## config.mk

```make
export PLATFORM = sky130hd
export DESIGN_NAME = scene_sequencer
export DESIGN_NICKNAME = d
export VERILOG_FILES = /design/src/rtl/scene_sequencer.sv
export SDC_FILE = /design/constraint.sdc
export NUM_CORES = 1
export LEC_CHECK = 0
export BUFFER_PORTS_ARGS = -buffer_cell sky130_fd_sc_hd__buf_2
export CORE_UTILIZATION = 50
export CTS_BUF_LIST = sky130_fd_sc_hd__clkbuf_4 sky130_fd_sc_hd__clkbuf_8
export CTS_CLUSTER_SIZE = 20
export DETAILED_ROUTE_END_ITERATION = 10
export PLACE_DENSITY = 0.95
export RECOVER_POWER = 25
export SLEW_MARGIN = 20
export SYNTH_ARGS = -nofsm -noshare
export SYNTH_HDL_FRONTEND = slang
export SYNTH_SLANG_ARGS = --single-unit
```

## constraint.sdc

```tcl
create_clock -name clk -period 2.44 [get_ports clk]
set_clock_uncertainty 0.15 [all_clocks]
set_input_delay 0.366 -clock clk [delete_from_list [all_inputs] [get_ports clk]]
set_output_delay 0.366 -clock clk [all_outputs]
set_load 0.005 [all_outputs]
```

## src/rtl/scene_sequencer.sv

```systemverilog
// Scene sequencer: MENU/PLAY/PAUSE/OVER FSM whose scene changes land only on frame_begin; registered pixel mux to the OLED.
// Latency: oled_data 1 cycle after pixel inputs, play_en combinational from scene; no backpressure (pulse inputs, outputs always valid).
module scene_sequencer #(
   parameter int unsigned TIMEOUT_FRAMES = 120
) (
   input  logic        clk,
   input  logic        reset,
   input  logic        frame_begin,
   input  logic        btn_c,
   input  logic        btn_u,
   input  logic        lose,
   input  logic [15:0] menu_data,
   input  logic [15:0] play_data,
   input  logic [15:0] over_data,
   output logic [15:0] oled_data,
   output logic [1:0]  scene,
   output logic        play_en
);

   typedef enum logic [1:0] {
      S_MENU  = 2'd0,
      S_PLAY  = 2'd1,
      S_PAUSE = 2'd2,
      S_OVER  = 2'd3
   } scene_t;

   localparam logic [7:0] TIMEOUT_CNT = 8'(TIMEOUT_FRAMES);

   scene_t      cur_scene;
   scene_t      nxt_scene;
   scene_t      pend_scene;
   scene_t      nxt_pend_scene;
   logic        pend_valid;
   logic        nxt_pend_valid;
   logic [7:0]  frame_cnt;
   logic [7:0]  nxt_frame_cnt;

   logic        lose_req;
   logic        timeout_req;
   logic        req_vld;
   scene_t      req_scene;
   logic [15:0] pix_sel;

   // Requests are judged against the scene on screen, never the pending one.
   always_comb begin
      lose_req    = (cur_scene == S_PLAY) && lose;
      timeout_req = (cur_scene == S_OVER) && (frame_cnt == TIMEOUT_CNT) && !pend_valid;
      req_vld     = 1'b0;
      req_scene   = S_MENU;
      if (lose_req) begin
         req_vld   = 1'b1;
         req_scene = S_OVER;
      end else if (btn_c) begin
         req_vld = 1'b1;
         case (cur_scene)
            S_MENU:  req_scene = S_PLAY;
            S_PLAY:  req_scene = S_PAUSE;
            S_PAUSE: req_scene = S_PLAY;
            default: req_scene = S_MENU;
         endcase
      end else if (btn_u && (cur_scene == S_PAUSE)) begin
         req_vld   = 1'b1;
         req_scene = S_MENU;
      end else if (timeout_req) begin
         req_vld   = 1'b1;
         req_scene = S_MENU;
      end
   end

   // An apply cycle consumes the pending request and takes no new one, so a
   // request coinciding with frame_begin waits for the following frame.
   always_comb begin
      nxt_scene      = cur_scene;
      nxt_pend_valid = pend_valid;
      nxt_pend_scene = pend_scene;
      nxt_frame_cnt  = frame_cnt;
      if (frame_begin && pend_valid) begin
         nxt_scene      = pend_scene;
         nxt_pend_valid = 1'b0;
         nxt_frame_cnt  = 8'd0;
      end else begin
         if (frame_begin && (frame_cnt != 8'hFF)) begin
            nxt_frame_cnt = frame_cnt + 8'd1;
         end
         if (!pend_valid && req_vld) begin
            nxt_pend_valid = 1'b1;
            nxt_pend_scene = req_scene;
         end else if (pend_valid && lose_req) begin
            nxt_pend_scene = S_OVER;
         end
      end
   end

   always_comb begin
      pix_sel = menu_data;
      case (cur_scene)
         S_MENU:  pix_sel = menu_data;
         S_PLAY:  pix_sel = play_data;
         S_PAUSE: pix_sel = (play_data >> 1) & 16'h7BEF;
         default: pix_sel = over_data;
      endcase
   end

   always_ff @(posedge clk) begin
      if (reset) begin
         cur_scene  <= S_MENU;
         pend_valid <= 1'b0;
         pend_scene <= S_MENU;
         frame_cnt  <= 8'd0;
         oled_data  <= 16'h0000;
      end else begin
         cur_scene  <= nxt_scene;
         pend_valid <= nxt_pend_valid;
         pend_scene <= nxt_pend_scene;
         frame_cnt  <= nxt_frame_cnt;
         oled_data  <= pix_sel;
      end
   end

   assign scene   = cur_scene;
   assign play_en = (cur_scene == S_PLAY);

endmodule
```

==> reports/metrics.yaml, run 1 <==
outcome:
  status: "finished, final reports clean"
floorplanning:
  die_width_um: 56.2
  fp.dieArea_mm2: 0.00316
  core_area_mm2: 0.00278
  rows: 19
  io_pins: 73
  initial_core_util: 0.529
  die_h_um: 56.2
synth:
  yosys_register_bits: 29
  syn-cell-area_mm2: 0.00147
  ys_seq_area_frac: 0.395
  syn_nets: 194
  yosys_warnings: 0
  synth_cells: 138
  synth_cell_types: 30
  syn_avg_cell_area_um2: 10.7
detailed_routing:
  drtIter0Drc: 48
  drtPass1Iterations: 4
  wire_per_inst_um: 13.9
  vias_per_cell: 5.60
  drc: 0
  drt_wl_total_um: 3370
  drtAntennaViolNets: 0
  vias: 1361
setup_path:
  required_ps: 2570
  critPathCaptureType: "flop"
  cp-startpoint: "scene[1]"
  r2r_start: "scene[1]"
  cp_top_family: "flip-flops"
  crit_cells: 5
  critPathKind: "reg2reg"
  crit_path_max_incr_delay_ps: 630
  reg2regPathDepth: 5
  reg2reg_slack_ps: 570
  worst_setup_path_start_kind: "flop"
  cp_slowest_cell: "dfxtp_1"
  path_buf_inv: 1
  crit_arrival_ps: 2000
  reg2reg_to: "pend_scene[0]"
  cp_cell_sequence: "buf_4 -> and4bb_2 -> nand3_1 -> a21oi_1 -> o32a_1"
  worstPathMaxFanout: 10
place:
  placed_area_mm2: 0.00185
  dp_cells: 236
  place_hpwl_um: 2620
  gp_congestion: 0.784
  numPortBuffers: 72
finish:
  final_cell_count_no_fill: 243
  seq_area_um2: 581
  fillers: 199
  area_growth_pct: 29.6
  final_nets: 268
  multi_input_area_um2: 826
  drive_above_1_share: 0.462
  diodes: 0
  postLayoutCellArea_mm2: 0.00191
power_and_ir_drop:
  power_leakage_uw: 0.000850
  power.total_uw: 974
  ir_worst_vdd_mv: 0.510
  powerDensity_mw_per_mm2: 511
sta:
  relSlewSlack: 0.677
  rsz0062_at_grt: "no"
  finalSetupTns_ps: 0
  period_share: 0.768
  hold_viol_final: 0
  slew_viol_final: 0
  tightest_slew_ps: 484
  finalHoldWorstSlack_ps: 151
  finalSetupViolations: 0
  max_freq_mhz: 533
  post-route-min-period_ps: 1870
clock_tree:
  clock-sinks: 29
  cts.reportedPaths.clkPinSlew_ps: 90
  clock-root-buffer: "clkbuf_4"
  numCtsBuffers: 5
  cts_tree: "done"
  clock_latency_ps: 330
  clk_path_buf_depth: 2
  h-tree-depth: 2
  postCtsSetupBuffers: 0
  hold_buffers: 0
  post_cts_resized: 0
grt:
  antenna_found_initial: 0
  grt_pass1_vias: 1326
  track_usage: 0.229
  grt_max_degree: 23
  grt_pass1_wl_um: 5460
  grt-ovfl-total: 0
worst_hold_path:
  holdCritPathClass: "in2reg"
  hp-start: "over_data[10]"
  min_to: "oled_data[10]"
  holdPathStages: 3
job:
  cap_violations: 0
[placed cells by master, fill, tap and decap left out]
cell / n
inv_1: 5
o211a_1: 1
and2_1: 14
o21ai_0: 2
clkbuf_8: 1
mux4_2: 12
dfxtp_1: 29
nor3b_1: 2
clkbuf_4: 6
xnor2_1: 4
nor3_1: 2
mux2i_1: 4
a31oi_1: 5
nand3_1: 7
nor2_1: 14
nand2b_1: 1
buf_4: 3
mux4_1: 1
a211oi_1: 1
o32a_1: 2
a221oi_2: 1
buf_2: 72
a31o_2: 1
and4_1: 2
nor2b_4: 1
and4bb_2: 1
nand4_1: 2
a21oi_1: 7
nand2_1: 6
ha_1: 2
nor2b_1: 1
[cells by family (layout without fill, tap and decap cells)]
group / count (synthesis) / in the layout / share of synthesized area
and+or+nand+nor: 53 / 53 / 0.198
DFF: 29 / 29 / 0.395
adders and majority gates: 2 / 2 / 0.0170
buffers and inverters: 13 / 87 / 0.0434
xor gates and xnor gates: 4 / 4 / 0.0238
AOI/OAI and AO/OA: 20 / 20 / 0.0936
muxes: 17 / 17 / 0.229
[worst register-to-register path, stage by stage (launching register included)]
cell and delay, ps:
dfxtp_1 630, buf_4 270, and4bb_2 260, nand3_1 120, a21oi_1 230, o32a_1 170
[metrics by stage]
step	setup slack (ps)	util
6_report	565	0.685
3_5_place_dp	631	0.664
2_1_floorplan	847	-
4_1_cts	576	0.685
5_1_grt	455	0.685
3_3_place_gp	682	0.664
[routing by layer]
metal  global-route usage  wire [um]  vias up
met5                    0          0        -
met3               0.0605        238       11
met2                0.413       1740       56
met1                0.235       1310      640
met4                0.136         78        0
li1                     -          -      654
[cells in the mapped netlist]
cell type / number / area share
nand3_1: 7 / 0.024
and4_1: 2 / 0.012
nor3b_1: 2 / 0.010
buf_2: 3 / 0.010
clkbuf_1: 2 / 0.0051
buf_4: 3 / 0.015
a31o_2: 1 / 0.0060
and2_1: 14 / 0.060
mux2i_1: 4 / 0.027
nor3_1: 2 / 0.0068
o21ai_0: 2 / 0.0068
o32a_1: 2 / 0.014
a211oi_1: 1 / 0.0051
and4bb_2: 1 / 0.0085
a21oi_1: 7 / 0.024
mux4_2: 12 / 0.18
xnor2_1: 4 / 0.024
a221oi_2: 1 / 0.010
ha_1: 2 / 0.017
nand4_1: 2 / 0.0085
nor2_1: 14 / 0.036
nand2b_1: 1 / 0.0043
nand2_1: 6 / 0.015
nor2b_4: 1 / 0.0094
inv_1: 5 / 0.013
a31oi_1: 5 / 0.021
nor2b_1: 1 / 0.0043
dfxtp_1: 29 / 0.39
o211a_1: 1 / 0.0068
mux4_1: 1 / 0.018
[state kept, by name, summed over array words and instances, names as in the netlist]
name,flops
oled_data,16
pend_scene,2
pend_valid,1
scene,2
frame_cnt,8
[cell type report]
type	instances	share of cell area
Multi-Input combinational cell	96	0.433
Clock buffer	7	0.0309
Sequential cell	29	0.305
Timing Repair Buffer	75	0.201
Inverter	5	0.00985
Tap cell	31	0.0204
[report_power, final]
part           switching [uW]  internal, uW  leakage [uW]
Combinational            65.5          93.1      0.000576
Sequential               12.5           499      0.000239
Clock                     157           147     0.0000348
Total                     235           739      0.000850
[worst max-delay path by stage]
stage                         end  slack (ps)
global route        pend_scene[0]         460
finish              pend_scene[0]         570
detailed placement  pend_scene[0]         630
floorplan            oled_data[0]         850
CTS                 pend_scene[0]         580
global placement    oled_data[14]         680
Power figures use the tool's default switching activity.
==> run 2, diff against run 1 <==
CORE_UTILIZATION = 47   (was 50)
PLACE_DENSITY = 0.92   (was 0.95)
clock period = 1.9 ns   (was 2.44 ns; I/O delays follow)
==> reports/metrics.yaml, run 2 (synthesized netlist as in run 1, its figures left out) <==
detailed_routing:
  drtIter0Drc: 53  # +10%
  drtAntennaViolNets: 0  # unchanged
  drt_wl_total_um: 3190  # -5.2%
  vias: 1330  # -2.3%
  drtPass1Iterations: 7  # +3
  wire_per_inst_um: 13.2  # -4.8%
  drc: 10  # +10
  vias_per_cell: 5.50  # -1.9%
grt:
  grt_max_degree: 21  # -8.7%
  antenna_found_initial: 0  # unchanged
  grt_use_met2: 0.353  # -0.0602
  grt_pass1_vias: 1206  # -9.0%
  use_met3: 0.0692  # +0.00873
  grt_pass1_wl_um: 5200  # -4.8%
  grt-ovfl-total: 0  # unchanged
  track_usage: 0.202  # -0.0276
  grt_use_met1: 0.233  # -0.00175
  busiest_layer: "met2"
setup_path:
  reg2reg_slack_ps: 240  # -320 ps
  cp_top_family: "multiplexers"
  cp_cell_sequence: "buf_12 -> mux4_1 -> and2_1"
  crit_arrival_ps: 1710  # -290 ps
  worstPathMaxFanout: 20  # +10
  critPathCaptureType: "flop"
  cp_slowest_cell: "mux4_1"
  worst_setup_path_start_kind: "flop"
  path_buf_inv: 1  # unchanged
  critPathKind: "reg2reg"
  required_ps: 1950  # -620 ps
  crit_path_max_incr_delay_ps: 540  # -90 ps
worst_hold_path:
  holdCritPathClass: "in2reg"
clock_tree:
  h-tree-depth: 2  # unchanged
  cts.reportedPaths.clkPinSlew_ps: 90  # about the same
  cts_tree: "done"
  numCtsBuffers: 5  # unchanged
  hold_buffers: 0  # unchanged
  clock-root-buffer: "clkbuf_4"
  post_cts_resized: 0  # unchanged
  clock_latency_ps: 310  # -20 ps
  postCtsSetupBuffers: 0  # unchanged
  clock-sinks: 29  # unchanged
  clk_path_buf_depth: 2  # unchanged
finish:
  largest_reg_flops: 16  # unchanged
  post-route-util: 0.672  # -0.0127
  diodes: 0  # unchanged
  final_nets: 267  # -0.37%
  most-common-layout-cells: "buf_2, dfxtp_1, and2_1, nor2_1, mux4_2"
  top_register: "oled_data"
  drive_above_1_share: 0.441  # -0.0215
  area_growth_pct: 30.5
  top_regs: "oled_data (16), frame_cnt (8)"
  final_common_cell: "buf_2"
power_and_ir_drop:
  power_leakage_uw: 0.000835  # -1.7%
  ir_worst_vdd_mv: 0.411  # -19%
  powerDensity_mw_per_mm2: 644  # +26%
sta:
  finalSetupViolations: 0  # unchanged
  rsz0062_at_grt: "no"
  hold_viol_final: 0  # unchanged
  post-route-min-period_ps: 1660  # -217 ps
  relSlewSlack: 0.759  # +0.0824
  fin_ws_ps: 243  # -323 ps
  finalSetupTns_ps: 0  # unchanged
  tightest_slew_ps: 360  # -123 ps
  slew_viol_final: 0  # unchanged
  max_freq_mhz: 603  # +13%
  period_share: 0.872  # +0.104
  finalHoldWorstSlack_ps: 89.4  # -61.6 ps
job:
  cap_violations: 0  # unchanged
place:
  place_ws_ps: 254  # -377 ps
  gp_congestion: 0.777  # -0.97%
  place_hpwl_um: 2550  # -2.8%
  numPortBuffers: 72  # unchanged
floorplanning:
  rows: 19  # unchanged
  die_h_um: 57.9  # +3.0%
  fp.dieArea_mm2: 0.00336  # +6.2%
  core_area_mm2: 0.00285  # +2.6%
  die_width_um: 57.9  # +3.0%
  io_pins: 73  # unchanged
  initial_core_util: 0.515  # -0.0132
outcome:
  status: "finished with violations"
  violations: "design-rule violations"
## run 2: tightest hold or removal path, stage by stage
cell and delay (ps):
buf_2 70, a31oi_1 80, nor2_1 70
## run 2: metrics by stage
| stage | instances | area, um^2 | power, uW |
|---|---|---|---|
| floorplan | 138 | 1470 | 778 |
| global placement | 235 | 1860 | 869 |
| detailed placement | 235 | 1860 | 876 |
| CTS | 242 | 1920 | 1250 |
| global route | 242 | 1920 | 1300 |
| finish | 242 | 1920 | 1240 |
## run 2: final cells by class
cell class | instances | area, um^2
sequential | 29 | 581
fill | 196 | 935
inverter | 5 | 18.8
tap | 31 | 38.8
timing repair buffer | 74 | 395
multi-input combinational | 96 | 826
clock buffer | 7 | 58.8
## run 2: per-layer routing
layer,vias up,share of wire
li1,650,-
met1,606,0.40
met2,65,0.49
met3,9,0.093
met4,0,0.016
met5,-,0
## run 2: worst paths after layout
check,from,endpoint,cells past startpoint
max,scene[1],oled_data[7],3
min,over_data[15],oled_data[15],3
max reg2reg,scene[1],oled_data[7],3
min reg2reg,pend_scene[0],scene[0],2
## run 2: report_power, final
group / total [uW] / switching [uW] / internal, uW / leakage (uW)
clock: 376 / 187 / 189 / 0.0000348
sequential: 657 / 15.6 / 641 / 0.000239
combinational: 203 / 83.3 / 120 / 0.000561
==> run 3, diff against run 2 <==
SETUP_SLACK_MARGIN = 0.5   (was not set)
==> reports/metrics.yaml, run 3 (synthesized netlist as in run 1, its figures left out) <==
clock_tree:
  numCtsBuffers: 5  # unchanged
  clk_path_buf_depth: 2  # unchanged
  clock-root-buffer: "clkbuf_4"
  cts.reportedPaths.clkPinSlew_ps: 90  # about the same
  h-tree-depth: 2  # unchanged
  clock-sinks: 29  # unchanged
  cts_tree: "done"
  clock_latency_ps: 330  # +20 ps
  hold_buffers: 0  # unchanged
setup_path:
  cp_slowest_cell: "dfxtp_1"
  crit_path_max_incr_delay_ps: 480  # -60 ps
  crit_arrival_ps: 1230  # -480 ps
  required_ps: 1460  # -490 ps
  path_buf_inv: 1  # unchanged
  worstPathMaxFanout: 7  # -65%
  cp_cell_sequence: "nor2b_4 -> buf_2"
  critPathCaptureType: "primary output"
  critPathKind: "reg2out"
  cp_top_family: "flip-flops"
  r2r_start: "scene[0]"
  worst_setup_path_start_kind: "flop"
  cp-startpoint: "scene[0]"
sta:
  slew_viol_final: 0  # unchanged
  hold_viol_final: 0  # unchanged
  relSlewSlack: 0.765  # +0.00598
  rsz0062_at_grt: "yes"
  tightest_slew_ps: 352  # -8.95 ps
  max_freq_mhz: 602  # -0.23%
  post-route-min-period_ps: 1660  # +3.82 ps
  period_share: 0.874  # +0.00201
  finalSetupViolations: 0  # unchanged
  finalSetupTns_ps: 0  # unchanged
grt:
  grt-ovfl-total: 0  # unchanged
  grt_pass1_vias: 1448  # +20%
  grt_max_degree: 16  # -24%
  track_usage: 0.280  # +0.0788
  antenna_found_initial: 0  # unchanged
  grt_pass1_wl_um: 6850  # +32%
floorplanning:
  die_h_um: 57.9  # unchanged
  core_area_mm2: 0.00285  # unchanged
  fp.dieArea_mm2: 0.00336  # unchanged
  initial_core_util: 0.515  # unchanged
  die_width_um: 57.9  # unchanged
  io_pins: 73  # unchanged
  rows: 19  # unchanged
detailed_routing:
  drtAntennaViolNets: 0  # unchanged
  drtIter0Drc: 143  # +170%
  drtPass1Iterations: 7  # unchanged
  vias: 1500  # +13%
  drc: 10  # unchanged
  vias_per_cell: 5.93  # +7.9%
  drt_wl_total_um: 4480  # +40%
  wire_per_inst_um: 17.7  # +34%
outcome:
  violations: "design-rule violations"
  status: "finished with violations"
finish:
  top_register: "oled_data"
  largest_reg_flops: 16  # unchanged
  drive_above_1_share: 0.563  # +0.122
  diodes: 0  # unchanged
  final_cell_count_no_fill: 253  # +4.5%
  final_common_cell: "buf_2"
  final_nets: 277  # +3.7%
  top_regs: "oled_data (16), frame_cnt (8)"
  post-route-util: 0.736  # +0.0640
  area_growth_pct: 42.9
  most-common-layout-cells: "buf_2, dfxtp_1, nor2_1, and2_1, mux4_2"
power_and_ir_drop:
  p_clk_frac: 0.328  # +0.024
  switching_share: 0.257  # +0.0260
  power_leakage_uw: 0.000923  # +11%
  switching_power_uw: 342  # +20%
  p_int_uw: 988  # +4.0%
  powerDensity_mw_per_mm2: 633  # -1.7%
  power_frac_seq: 0.496  # -0.036
  p_comb_frac: 0.175  # +0.011
  ir_worst_vdd_mv: 0.305  # -26%
place:
  place_hpwl_um: 2570  # +0.84%
  dp_cells: 233  # -0.85%
  gp_congestion: 0.799  # +2.9%
  numPortBuffers: 72  # unchanged
worst_hold_path:
  hp-start: "reset"
  holdCritPathClass: "in2reg"
job:
  cap_violations: 0  # unchanged
[run 3: timing repair]
action                                  4_1_cts  5_1_grt
buffers inserted                             11        1
endpoints found under the setup margin       23       23
pin swaps                                     5        6
gates resized for setup                      15       11
[run 3: layout make-up]
cell class,count,area [um^2]
Clock buffer,7,65.1
Clock inverter,1,5.00
Fill cell,171,752
Inverter,5,18.8
Multi-Input combinational cell,96,905
Sequential cell,29,596
Tap cell,31,38.8
Timing Repair Buffer,84,473
[run 3: path summary, 6_finish.rpt]
check | end | slack [ps] | cells after the start
setup / recovery | play_en | 240 | 2
hold / removal | scene[1] | 60 | 2
hold reg to reg | scene[1] | 350 | 2
setup reg to reg | oled_data[0] | 290 | 3
[run 3: per-stage QoR]
step / cell area, um^2 / setup slack, ps / hold slack [ps] / total power, uW
after floorplan: 1510 / 462 / 295 / 778
after global placement: 1840 / 305 / 326 / 863
after detailed placement: 1840 / 258 / 324 / 870
after CTS: 2060 / 432 / 53.0 / 1310
final: 2100 / 239 / 55.4 / 1330
after global routing: 2100 / 192 / 47.8 / 1390
[run 3: per-layer routing]
layer  global-route usage  wire length, um  part of all wire  up-vias
met4                0.116               76             0.017        0
met3               0.0804              430             0.096        9
li1                     -                -                 -      672
met1                0.331             1630              0.36      728
met5                    0                0                 0        -
met2                0.478             2340              0.52       91
[run 3: power groups by stage]
stage	Clock (uW)	Combinational, uW	Sequential [uW]
5_1_grt	470	253	663
3_3_place_gp	0	187	676
4_1_cts	432	217	657
3_5_place_dp	0	193	677
6_report	437	233	660
2_1_floorplan	0	106	672
